--- config.mk ---
export PLATFORM = sky130hd
export DESIGN_NAME = hcm_access_arbiter
export DESIGN_NICKNAME = d
export VERILOG_FILES = /design/src/rtl/hcm_access_arbiter.sv
export SDC_FILE = /design/constraint.sdc
export NUM_CORES = 1
export LEC_CHECK = 0
export CAP_MARGIN = 20
export CORE_UTILIZATION = 45
export CTS_BUF_LIST = sky130_fd_sc_hd__clkbuf_4
export DETAILED_ROUTE_END_ITERATION = 6
export DONT_BUFFER_PORTS = 1
export PLACE_DENSITY_LB_ADDON = 0.05
export SLEW_MARGIN = 20
export SYNTH_ARGS = -nofsm -noshare
export SYNTH_HDL_FRONTEND = slang
export SYNTH_SLANG_ARGS = --single-unit
--- constraint.sdc ---
create_clock -name clk -period 5.7 [get_ports clk]
set_input_delay 0.57 -clock clk [delete_from_list [all_inputs] [get_ports clk]]
set_output_delay 0.57 -clock clk [all_outputs]
set_load 0.05 [all_outputs]
--- src/rtl/hcm_access_arbiter.sv ---
// hcm_access_arbiter: sequences buffered writes, reads and event clears into one HCMPP and re-times read data.
// Optional grant/stall counters are enabled by defining HCM_ARB_STATS_EN.
module hcm_access_arbiter #(
  parameter int ROWINDEXBITS   = 16,
  parameter int NCOLS          = 16,
  parameter int WFIFO_DEPTH    = 4,
  parameter int HCM_RD_LATENCY = 2
) (
  input  logic                    clk,
  input  logic                    reset,
  input  logic                    wr_valid,
  output logic                    wr_ready,
  input  logic [ROWINDEXBITS-1:0] wr_row,
  input  logic                    wr_is_new,
  input  logic                    rd_valid,
  output logic                    rd_ready,
  input  logic [ROWINDEXBITS-1:0] rd_row,
  input  logic                    evt_clear,
  output logic                    clear_done,
  output logic                    hcm_write_row,
  output logic [ROWINDEXBITS-1:0] hcm_row_to_write,
  output logic                    hcm_ssid_is_new,
  output logic                    hcm_read_row,
  output logic [ROWINDEXBITS-1:0] hcm_row_to_read,
  output logic                    hcm_reset,
  input  logic                    hcm_busy,
  input  logic [ROWINDEXBITS-1:0] hcm_row_passed,
  input  logic [NCOLS-1:0]        hcm_row_read_output,
  output logic                    rd_data_valid,
  output logic [NCOLS-1:0]        rd_data,
  output logic [ROWINDEXBITS-1:0] rd_data_row
`ifdef HCM_ARB_STATS_EN
  ,
  output logic [31:0]             stat_wr_grants,
  output logic [31:0]             stat_rd_grants,
  output logic [31:0]             stat_busy_stalls
`endif
);
  localparam int AW = $clog2(WFIFO_DEPTH);
  typedef enum logic [1:0] {ARB, CLEAR, WAIT_CLEAR} state_t;
  state_t state, state_nx;
  logic [ROWINDEXBITS-1:0] row_mem [WFIFO_DEPTH];
  logic [WFIFO_DEPTH-1:0] new_mem, vld;
  logic [AW-1:0] wptr, rptr;
  logic [AW:0] count;
  logic [HCM_RD_LATENCY-1:0] pipe;
  logic rr, clr_pend, clr_req, empty, full, push, hazard, rd_ok, wr_pend;
  logic in_flight, grant_w, grant_r, done_nx;
  assign empty     = count == '0;
  assign full      = count == (AW+1)'(WFIFO_DEPTH);
  assign clr_req   = clr_pend | evt_clear;
  assign in_flight = hcm_read_row | (|pipe);
  assign wr_ready  = state == ARB && !full && !clr_req;
  assign push      = wr_valid && wr_ready;
  assign wr_pend   = !empty;
  assign rd_ok     = rd_valid && !hazard && !clr_req;
  assign grant_w   = state == ARB && !hcm_busy && wr_pend && (!rd_ok || !rr);
  assign grant_r   = state == ARB && !hcm_busy && rd_ok && (!wr_pend || rr);
  assign rd_ready  = grant_r;
  assign rd_data_valid = pipe[HCM_RD_LATENCY-1];
  assign rd_data     = rd_data_valid ? hcm_row_read_output : '0;
  assign rd_data_row = rd_data_valid ? hcm_row_passed : '0;
  assign hcm_reset   = state == CLEAR;
  // A read may not overtake a buffered write to the same row.
  always_comb begin
    hazard = 1'b0;
    for (int i = 0; i < WFIFO_DEPTH; i++) hazard = hazard | (vld[i] && row_mem[i] == rd_row);
  end
  always_comb begin
    state_nx = (state == ARB)   ? ((clr_req && empty && !in_flight) ? CLEAR : ARB) :
               (state == CLEAR) ? WAIT_CLEAR :
               (hcm_busy ? WAIT_CLEAR : ARB);
    done_nx  = state == WAIT_CLEAR && !hcm_busy;
  end
  always_ff @(posedge clk) begin
    if (push) begin
      row_mem[wptr] <= wr_row;
      new_mem[wptr] <= wr_is_new;
    end
  end
  always_ff @(posedge clk or negedge reset) begin
    if (!reset) begin
      state            <= ARB;
      clear_done       <= 1'b0;
      clr_pend         <= 1'b0;
      rr               <= 1'b0;
      wptr             <= '0;
      rptr             <= '0;
      count            <= '0;
      vld              <= '0;
      pipe             <= '0;
      hcm_write_row    <= 1'b0;
      hcm_row_to_write <= '0;
      hcm_ssid_is_new  <= 1'b0;
      hcm_read_row     <= 1'b0;
      hcm_row_to_read  <= '0;
    end else begin
      state            <= state_nx;
      clear_done       <= done_nx;
      clr_pend         <= done_nx ? 1'b0 : clr_req;
      rr               <= (grant_w | grant_r) ? ~rr : rr;
      wptr             <= push ? wptr + 1'b1 : wptr;
      rptr             <= grant_w ? rptr + 1'b1 : rptr;
      count            <= count + (AW+1)'(push) - (AW+1)'(grant_w);
      vld              <= (vld | (WFIFO_DEPTH'(push) << wptr)) & ~(WFIFO_DEPTH'(grant_w) << rptr);
      pipe             <= (pipe << 1) | HCM_RD_LATENCY'(hcm_read_row);
      hcm_write_row    <= grant_w;
      hcm_row_to_write <= grant_w ? row_mem[rptr] : '0;
      hcm_ssid_is_new  <= grant_w && new_mem[rptr];
      hcm_read_row     <= grant_r;
      hcm_row_to_read  <= grant_r ? rd_row : '0;
    end
  end
`ifdef HCM_ARB_STATS_EN
  logic stall;
  assign stall = state == ARB && hcm_busy && (wr_pend || rd_ok);
  always_ff @(posedge clk or negedge reset) begin
    if (!reset) begin
      stat_wr_grants   <= '0;
      stat_rd_grants   <= '0;
      stat_busy_stalls <= '0;
    end else begin
      stat_wr_grants   <= (grant_w && !(&stat_wr_grants)) ? stat_wr_grants + 32'd1 : stat_wr_grants;
      stat_rd_grants   <= (grant_r && !(&stat_rd_grants)) ? stat_rd_grants + 32'd1 : stat_rd_grants;
      stat_busy_stalls <= (stall && !(&stat_busy_stalls)) ? stat_busy_stalls + 32'd1 : stat_busy_stalls;
    end
  end
`endif
endmodule

==> metrics, run 1 <==
status finished, final reports clean; Crit Path Class reg -> out; Residual DRC 0; Hold Path Cell Cnt 1; Async SR Flop Fraction 43.8%; Setup crit start kind flop; Layout area overhead 5.89%; Clk Latency, worst-skew pair 0.54 ns; clock skew 0.0134 ns; Post-synth EDFFs 68; Worst Hold Class in -> reg; DP HPWL 9.65 mm; die area 13500 sq um; crit path max-delay cell type nor3b_4; register bit count reported by yosys 121; Crit. End Element output port; synth unique cells 45; first-pass GRT wire length 21.0 mm; cell taking the most area after synthesis edfxtp_1; critical-path cell list nor3_2 > o21ai_0 > a211oi_1 > nor3b_4 > buf_4; # Max-Cap Violations 0; final WL 13.9 mm; Critical Path Max Stage Delay 0.81 ns; Placed Area 5930 sq um; Synth area leaders edfxtp_1 35%, dfrtp_1 23%, mux4_2 6.5%, xor2_1 5.7%, and2_1 5.3%; CTS tree yes; RSZ-0062 raised after global routing false; synthesized cell area 5890 sq um; # Post-CTS Setup Buffers 0; # diodes 0; drt pass-1 iters 4; commonest non-fill, non-tap cell in the layout edfxtp_1; crit path max fanout 18; Arrival @ worst endpoint 2.99 ns; post-synthesis average cell area 13.8 sq um; Clock Power Share 22.6%; Initial Util 46.5%; Placeable Area 12700 sq um; Cell Rows 41; combinational share of power 21.5%; Yosys Warn Count 0; setup TNS 0 ns; IO Pins 143; Buf/Inv on CP 1; Worst slew margin 25.5%; share of the synthesized area in the top cell type 34.7%; post-route ant nets 0; worst reg2reg path depth 10; via count 3324; final setup violation count 0; Main synth FF type edfxtp_1; Final nets 498; share of layout cells above drive strength 1 19.2%; DR WL/cell 23.0 um; Worst VDD drop 0.000226 V; Top delay family on crit path simple AND/OR/NAND/NOR gates; post-route cell area 6230 sq um; LEAKAGE 2.30 nW; clock slew at reported path FFs 0.11 ns; largest net degree at the start of global routing 54; Clock Tree Buf Depth 2; Syn Inst Count 426; placer's final routability congestion estimate 0.859; Slew @ Worst Pin 1.12 ns; Syn Nets 504; Die Y 116 um; Sequential Power Share 55.9%; sequential fraction of the synthesis area 57.2%; input/output buffers 0; Initial DRC Count 151; Sw Ratio 38.6%; gr ovfl total 0; Worst path depth 5; Pwr Density 401 nW/um^2; P_sw 0.963 mW; clock root buffer clkbuf_4; initial antenna violation count 0; All-Layer GR Usage 22.5%; most frequent cells in the layout 68 x edfxtp_1, 51 x dfrtp_1, 50 x and2_1; Die Wd 116 um; period utilisation layout 62.4%; crit path time final 3.56 ns; number of global-route vias before repair 3599; Pint 1.53 mW; Final Hold Viols 0; Slew Viols, Final 0; fmax 281 MHz; Worst EP required 5.13 ns; DR vias/cell 5.49; Num CTS Buffers 17; Max H-tree Level 4; clock sinks 121
[cell families after synthesis]
kind of cell,Yosys count,synth area share (%)
and+or+nand+nor,156,18.0
xor gates and xnor gates,67,9.97
AOI/OAI and AO/OA,19,2.42
adders and majority gates,7,1.62
DFF,121,57.2
muxes,18,6.67
buffers and inverters,38,4.10
[path summary, 6_finish.rpt]
| path | start | end | slack [ns] |
|---|---|---|---|
| min in group asynchronous | reset | vld[1]$_DFF_PN0_ | 0.54 |
| worst max-delay path | state[1]$_DFF_PN0_ | rd_ready | 2.14 |
| worst min register to register | pipe[0]$_DFF_PN0_ | pipe[1]$_DFF_PN0_ | 0.40 |
| worst max register to register | state[1]$_DFF_PN0_ | count[2]$_DFF_PN0_ | 2.42 |
| worst min-delay path | hcm_busy | clear_done$_DFF_PN0_ | 0.09 |
| max in group asynchronous | reset | rptr[0]$_DFFE_PN0P_ | 4.91 |
[sequential cells by signal, indices dropped and copies added, names as in the netlist, 2 cells and up]
name              cells
rptr                  2
state                 2
hcm_row_to_read      16
wptr                  2
pipe                  2
count                 3
row_mem              64
vld                   4
new_mem               4
hcm_row_to_write     16
[synth_stat cells (2+ instances only)]
| master | instances |
|---|---|
| nor4_2 | 2 |
| nor2_1 | 9 |
| nand3_1 | 12 |
| buf_6 | 7 |
| or3_1 | 2 |
| nor4b_1 | 2 |
| o32a_1 | 2 |
| xor2_1 | 38 |
| dfrtp_1 | 53 |
| nor4_1 | 15 |
| clkbuf_1 | 8 |
| a21oi_1 | 2 |
| nor3b_2 | 18 |
| o21ai_0 | 4 |
| buf_1 | 2 |
| nand2b_1 | 2 |
| nand4b_1 | 2 |
| nand2_1 | 12 |
| ha_1 | 6 |
| nand4_1 | 7 |
| edfxtp_1 | 68 |
| and2_1 | 50 |
| nor2b_1 | 2 |
| xnor2_1 | 29 |
| inv_1 | 7 |
| buf_4 | 12 |
| mux4_2 | 17 |
| a21o_1 | 3 |
| o22a_1 | 2 |
| or4_1 | 5 |
| and3_1 | 5 |
| nor3_1 | 8 |
[metal layers]
| layer | share of wire (%) | GRT usage (%) | vias to the layer above | wire length [um] |
|---|---|---|---|---|
| li1 | - | - | 1526 | - |
| met1 | 42 | 27.3 | 1657 | 5790 |
| met2 | 51 | 38.3 | 124 | 7110 |
| met3 | 5.8 | 6.43 | 17 | 812 |
| met4 | 1.5 | 8.21 | 0 | 213 |
| met5 | 0 | 0 | - | 0 |
[power by group through the flow]
| stage | sequential, mW | clock, mW | combinational, mW |
|---|---|---|---|
| global placement | 1.42 | 0 | 0.525 |
| CTS | 1.40 | 0.581 | 0.546 |
| detailed placement | 1.42 | 0 | 0.531 |
| global route | 1.42 | 0.623 | 0.594 |
| floorplan | 1.31 | 0 | 0.518 |
| finish | 1.40 | 0.564 | 0.537 |
[area by class of cell]
type,count,area [sq um]
Clock inverter,14,126
Tap cell,172,215
Multi-Input combinational cell,267,2300
Sequential cell,121,3370
Clock buffer,18,135
Fill cell,1109,6440
Inverter,8,30.0
Timing Repair Buffer,5,60.1
[per-stage QoR]
| stage | hold WS [ns] | total power [mW] | cells | setup WS [ns] | utilization [%] |
|---|---|---|---|---|---|
| 2_1_floorplan | 0.274 | 1.83 | 426 | 2.53 | - |
| 3_3_place_gp | 0.276 | 1.95 | 571 | 2.39 | 46.8 |
| 3_5_place_dp | 0.276 | 1.95 | 571 | 2.32 | 46.8 |
| 4_1_cts | 0.0489 | 2.53 | 605 | 2.05 | 49.2 |
| 5_1_grt | 0.0418 | 2.64 | 605 | 1.82 | 49.2 |
| 6_report | 0.0936 | 2.50 | 605 | 2.14 | 49.2 |
[what timing repair did]
action                                 CTS  global route
setup endpoints to repair                0             0
hold buffers                             2             0
gates resized for setup                  0             0
endpoints found under the hold margin   53             0
Power figures use the tool's default switching activity.
==> inputs of run 2 (changes only) <==
Clock period 5.7 ns to 3.4 ns, I/O delays scaled along.
==> metrics, run 2 (synthesis results as in run 1) <==
worst reg2reg path depth 12 (+2); Clk Latency, worst-skew pair 0.54 ns (about the same); CTS-repair resized insts 0 (unchanged); Cell Rows 41 (unchanged); commonest non-fill, non-tap cell in the layout edfxtp_1; Placed Area 5970 sq um (+0.74%); number of global-route vias before repair 3686 (+2.4%); reg2reg end count[2]$_DFF_PN0_; Slew @ Worst Pin 1.01 ns (-0.112 ns); Crit. End Element flop; DP HPWL 9.98 mm (+3.5%); LEAKAGE 2.49 nW (+8.4%); total power 4.29 mW (+72%); clock root buffer clkbuf_4; register with the most flip-flops row_mem; hold_ws 0.133 ns (+0.0396 ns); Die Wd 116 um (unchanged); worst reg2reg setup slack 0.39 ns (-2.03 ns); die area 13500 sq um (unchanged); Max H-tree Level 4 (unchanged); CTS tree yes; clock sinks 121 (unchanged); biggest regs row_mem (64), hcm_row_to_read (16), hcm_row_to_write (16); Clock Tree Buf Depth 2 (unchanged); clock skew 0.0109 ns (-0.00254 ns); Initial DRC Count 188 (+25%); initial antenna violation count 1 (+1); gr ovfl total 0 (unchanged); first-pass GRT wire length 21.4 mm (+1.9%); Num CTS Buffers 17 (unchanged); crit path max-delay cell type o32ai_2; Worst EP required 3.88 ns (-1.25 ns); Residual DRC 0 (unchanged); WHS Endpoint wptr[0]$_DFFE_PN0P_; status finished, final reports clean; final setup violation count 0 (unchanged); Final nets 539 (+8.2%); Buf/Inv on CP 1 (unchanged); Final Hold Viols 0 (unchanged); RSZ-0062 raised after global routing false; Setup crit start kind flop; crit path time final 3.01 ns; R2R Path Start row_mem[0][7]$_DFFE_PP_; drt pass-1 iters 4 (unchanged); Top delay family on crit path simple AND/OR/NAND/NOR gates; Placeable Area 12700 sq um (unchanged); DR WL/cell 22.0 um (-4.6%); placed instance count 577 (+1.1%); final WL 14.2 mm (+2.0%); DR vias/cell 5.46 (-0.61%); Finished Layout Cells 647 (+6.9%); Hold Path Cell Cnt 2 (+1); setup TNS 0 ns (unchanged); # Max-Cap Violations 0 (unchanged); placer's final routability congestion estimate 0.803 (-6.5%); Crit Path Class reg -> reg; critical-path cell list xnor2_1 > nor4b_1 > nand4_1 > o32ai_2 > nor4_4 > nor2_1 > ha_1 > inv_1 > ha_1 > fa_1 > xnor2_1 > xnor2_1; All-Layer GR Usage 22.9% (+0.43 points); clock slew at reported path FFs 0.11 ns (about the same); most frequent CP cell xnor2_1; period utilisation layout 88.4%; Critical Path Source row_mem[0][7]$_DFFE_PP_; Layout area overhead 12.9%; crit path max fanout 2 (-16); post-route cell area 6650 sq um (+6.6%); Critical Path Max Stage Delay 0.49 ns (-0.32 ns); Initial Util 46.5% (unchanged); HP Start wr_valid; max reg flops 64 (unchanged); largest net degree at the start of global routing 54 (unchanged); post-route ant nets 0 (unchanged); Worst Hold Class in -> reg; Pwr Density 646 nW/um^2 (+61%); most frequent cells in the layout 68 x edfxtp_1, 51 x dfrtp_1, 50 x and2_1; Die Y 116 um (unchanged); Worst VDD drop 0.000333 V (+48%); IO Pins 143 (unchanged); input/output buffers 0 (unchanged); Arrival @ worst endpoint 3.48 ns (+0.49 ns); share of layout cells above drive strength 1 17.7% (-1.4 points); via count 3533 (+6.3%); fmax 333 MHz; Worst slew margin 32.8% (+7.3 points); Slew Viols, Final 0 (unchanged)
-- run 2: how the worst max path moves through the flow --
stage                    endpoint  cells past startpoint  slack, ns
6_report       count[2]$_DFF_PN0_                     12       0.39
3_5_place_dp   count[2]$_DFF_PN0_                     12       0.39
5_1_grt        count[2]$_DFF_PN0_                     12       0.15
3_3_place_gp   count[2]$_DFF_PN0_                     12       0.44
4_1_cts        count[2]$_DFF_PN0_                     12       0.37
2_1_floorplan  count[2]$_DFF_PN0_                     10       0.35
-- run 2: cell type report --
type | instances | area, sq um
Fill cell | 1092 | 6020
Inverter | 8 | 30.0
Sequential cell | 121 | 3370
Multi-Input combinational cell | 267 | 2290
Timing Repair Buffer | 46 | 455
Antenna cell | 1 | 2.50
Clock inverter | 15 | 153
Tap cell | 172 | 215
Clock buffer | 17 | 128
-- run 2: routing by layer --
metal | vias to the layer above | wire (um) | global-route usage [%] | share of wire (%)
met5 | - | 0 | 0 | 0
met4 | 0 | 376 | 9.15 | 2.6
met3 | 23 | 885 | 7.42 | 6.2
met2 | 134 | 7200 | 38.9 | 51
met1 | 1764 | 5740 | 27.0 | 40
li1 | 1612 | - | - | -
-- run 2: where the power goes --
| part | switching (mW) | total, mW | internal (mW) |
|---|---|---|---|
| Clock | 0.561 | 0.996 | 0.435 |
| Combinational | 0.511 | 1.00 | 0.491 |
| Sequential | 0.553 | 2.29 | 1.74 |
| Total | 1.62 | 4.29 | 2.67 |
-- run 2: what timing repair did --
item,4_1_cts,5_1_grt
hold buffers,37,0
hold endpoints to repair,141,0
buffers inserted,0,0
-- run 2: worst reg2reg max path: cells and delay by family (launching register included) --
kind	cells	cell delay [ns]
AOI/OAI and AO/OA	1	0.49
xor gates and xnor gates	3	0.58
adders and majority gates	3	0.69
buffers and inverters	1	0.04
DFF	1	0.43
and+or+nand+nor	4	0.72
-- run 2: per-stage QoR --
step / worst slack (ns) / utilization [%]
floorplan: 0.347 / -
global route: 0.149 / 52.4
detailed placement: 0.393 / 47.2
global placement: 0.437 / 47.2
CTS: 0.367 / 52.4
finish: 0.394 / 52.5
==> inputs of run 3 (changes only) <==
Settings changed: CTS_BUF_LIST sky130_fd_sc_hd__clkbuf_4 to sky130_fd_sc_hd__clkbuf_8 sky130_fd_sc_hd__clkbuf_16.
==> metrics, run 3 (synthesis results as in run 1) <==
status finished, final reports clean; placed instance count 577 (unchanged); Sequential Power Share 45.6% (-7.8 points); Num CTS Buffers 17 (unchanged); RSZ-0062 raised after global routing false; Sw Ratio 33.9% (-3.9 points); first-pass GRT wire length 21.4 mm (about the same); Worst VDD drop 0.000372 V (+12%); Initial DRC Count 199 (+5.9%); crit path time final 2.98 ns (-0.0207 ns); die area 13500 sq um (unchanged); Clk Latency, worst-skew pair 0.42 ns (-0.12 ns); R2R Path Start row_mem[0][7]$_DFFE_PP_; clock slew at reported path FFs 0.05 ns (-0.06 ns); Setup crit start kind flop; gr ovfl total 0 (unchanged); worst reg2reg setup slack 0.42 ns (+0.02 ns); IO Pins 143 (unchanged); post-route ant nets 0 (unchanged); input/output buffers 0 (unchanged); clock root buffer clkbuf_16; Cell Rows 41 (unchanged); DP HPWL 9.98 mm (unchanged); setup TNS 0 ns (unchanged); Worst Hold Class in -> reg; biggest regs row_mem (64), hcm_row_to_read (16), hcm_row_to_write (16); Clock Power Share 34.8% (+12 points); CTS tree yes; register with the most flip-flops row_mem; Initial Util 46.5% (unchanged); final WL 14.2 mm (about the same); DR vias/cell 5.45 (-0.22%); Residual DRC 0 (unchanged); # Max-Cap Violations 0 (unchanged); reg2reg end count[2]$_DFF_PN0_; share of layout cells above drive strength 1 18.4% (+0.72 points); Slew Viols, Final 0 (unchanged); final setup violation count 0 (unchanged); All-Layer GR Usage 22.9% (about the same); clock skew 0.0154 ns (+0.00453 ns); Finished Layout Cells 633 (-2.2%); max reg flops 64 (unchanged); Placeable Area 12700 sq um (unchanged); combinational share of power 19.6% (-3.8 points); Pwr Density 738 nW/um^2 (+14%); placer's final routability congestion estimate 0.803 (unchanged); fmax 335 MHz (+0.69%); period utilisation layout 87.8% (-0.61 points); Final nets 526 (-2.4%); Slew @ Worst Pin 1.01 ns (+0.00231 ns); number of global-route vias before repair 3593 (-2.5%); Crit Path Class reg -> reg; Critical Path End count[2]$_DFF_PN0_; Pint 3.32 mW (+25%); most frequent cells in the layout 68 x edfxtp_1, 51 x dfrtp_1, 50 x and2_1; P_sw 1.71 mW (+5.1%); crit path max fanout 2 (unchanged); initial antenna violation count 1 (unchanged); drt pass-1 iters 4 (unchanged); Layout area overhead 15.9%; Final Hold Viols 0 (unchanged); largest net degree at the start of global routing 54 (unchanged); Critical Path Source row_mem[0][7]$_DFFE_PP_; Placed Area 5970 sq um (unchanged); Die Wd 116 um (unchanged); # diodes 0 (-1); Arrival @ worst endpoint 3.28 ns (-0.20 ns); Clock Tree Buf Depth 2 (unchanged); worst reg2reg path depth 12 (unchanged); Final Util 53.8% (+1.4 points); Crit. End Element flop; clock sinks 121 (unchanged); LEAKAGE 2.57 nW (+3.3%); Worst EP required 3.70 ns (-0.18 ns); Worst slew margin 32.6% (-0.15 points); post-route cell area 6820 sq um (+2.6%); DR WL/cell 22.4 um (+2.2%); via count 3449 (-2.4%); Max H-tree Level 4 (unchanged); Die Y 116 um (unchanged); commonest non-fill, non-tap cell in the layout edfxtp_1
## run 3: metal layers
| metal | routed length [um] | up-vias | GRT usage (%) |
|---|---|---|---|
| li1 | - | 1584 | - |
| met1 | 5640 | 1723 | 27.0 |
| met2 | 7570 | 138 | 39.0 |
| met3 | 918 | 4 | 6.95 |
| met4 | 82 | 0 | 9.66 |
| met5 | 0 | - | 0 |
## run 3: power groups by stage
stage | combinational [mW] | sequential [mW] | clock, mW
after floorplan | 0.868 | 2.19 | 0
after global placement | 0.949 | 2.33 | 0
final | 0.986 | 2.30 | 1.75
after detailed placement | 0.957 | 2.33 | 0
after CTS | 0.993 | 2.30 | 1.80
after global routing | 1.09 | 2.34 | 1.86
## run 3: through the flow
stage          setup slack, ns  total power [mW]  hold slack (ns)
4_1_cts                  0.368              5.09        0.0000156
5_1_grt                  0.147              5.28        0.0000304
2_1_floorplan            0.347              3.06           0.0444
3_5_place_dp             0.393              3.29           0.0457
3_3_place_gp             0.437              3.28           0.0455
6_report                 0.415              5.03           0.0163
## run 3: how the worst min path moves through the flow
| stage | slack (ns) | startpoint | end | cells after the start |
|---|---|---|---|---|
| final | 0.02 | wr_row[0] | row_mem[2][0]$_DFFE_PP_ | 0 |
| after global routing | 0.00003 | wr_row[0] | row_mem[2][0]$_DFFE_PP_ | 0 |
| after CTS | 0.00002 | wr_is_new | new_mem[1]$_DFFE_PP_ | 0 |
| after detailed placement | 0.05 | reset | count[1]$_DFF_PN0_ | 0 |
| after global placement | 0.05 | reset | hcm_write_row$_DFF_PN0_ | 0 |
| after floorplan | 0.04 | reset | clear_done$_DFF_PN0_ | 0 |
## run 3: cell type report
| class | instances | area, sq um |
|---|---|---|
| fillers | 1057 | 5850 |
| flip-flops and latches | 121 | 3370 |
| multi-input cells | 267 | 2290 |
| clock buffers | 18 | 439 |
| repair buffers | 33 | 325 |
| well taps | 172 | 215 |
| clock inverters | 14 | 149 |
| inverters | 8 | 30.0 |
## run 3: worst max-delay path: stages (launching register included)
cell and delay (ns):
edfxtp_1 0.41, xnor2_1 0.26, nor4b_1 0.29, nand4_1 0.17, o32ai_2 0.49, nor4_4 0.06, nor2_1 0.18, ha_1 0.14
inv_1 0.04, ha_1 0.18, fa_1 0.37, xnor2_1 0.14, xnor2_1 0.12
## run 3: timing repair
action                    in CTS  in global routing
gates resized for setup        0                  0
buffers inserted               0                  0
hold endpoints to repair      90                 18
hold buffers                  15                  9
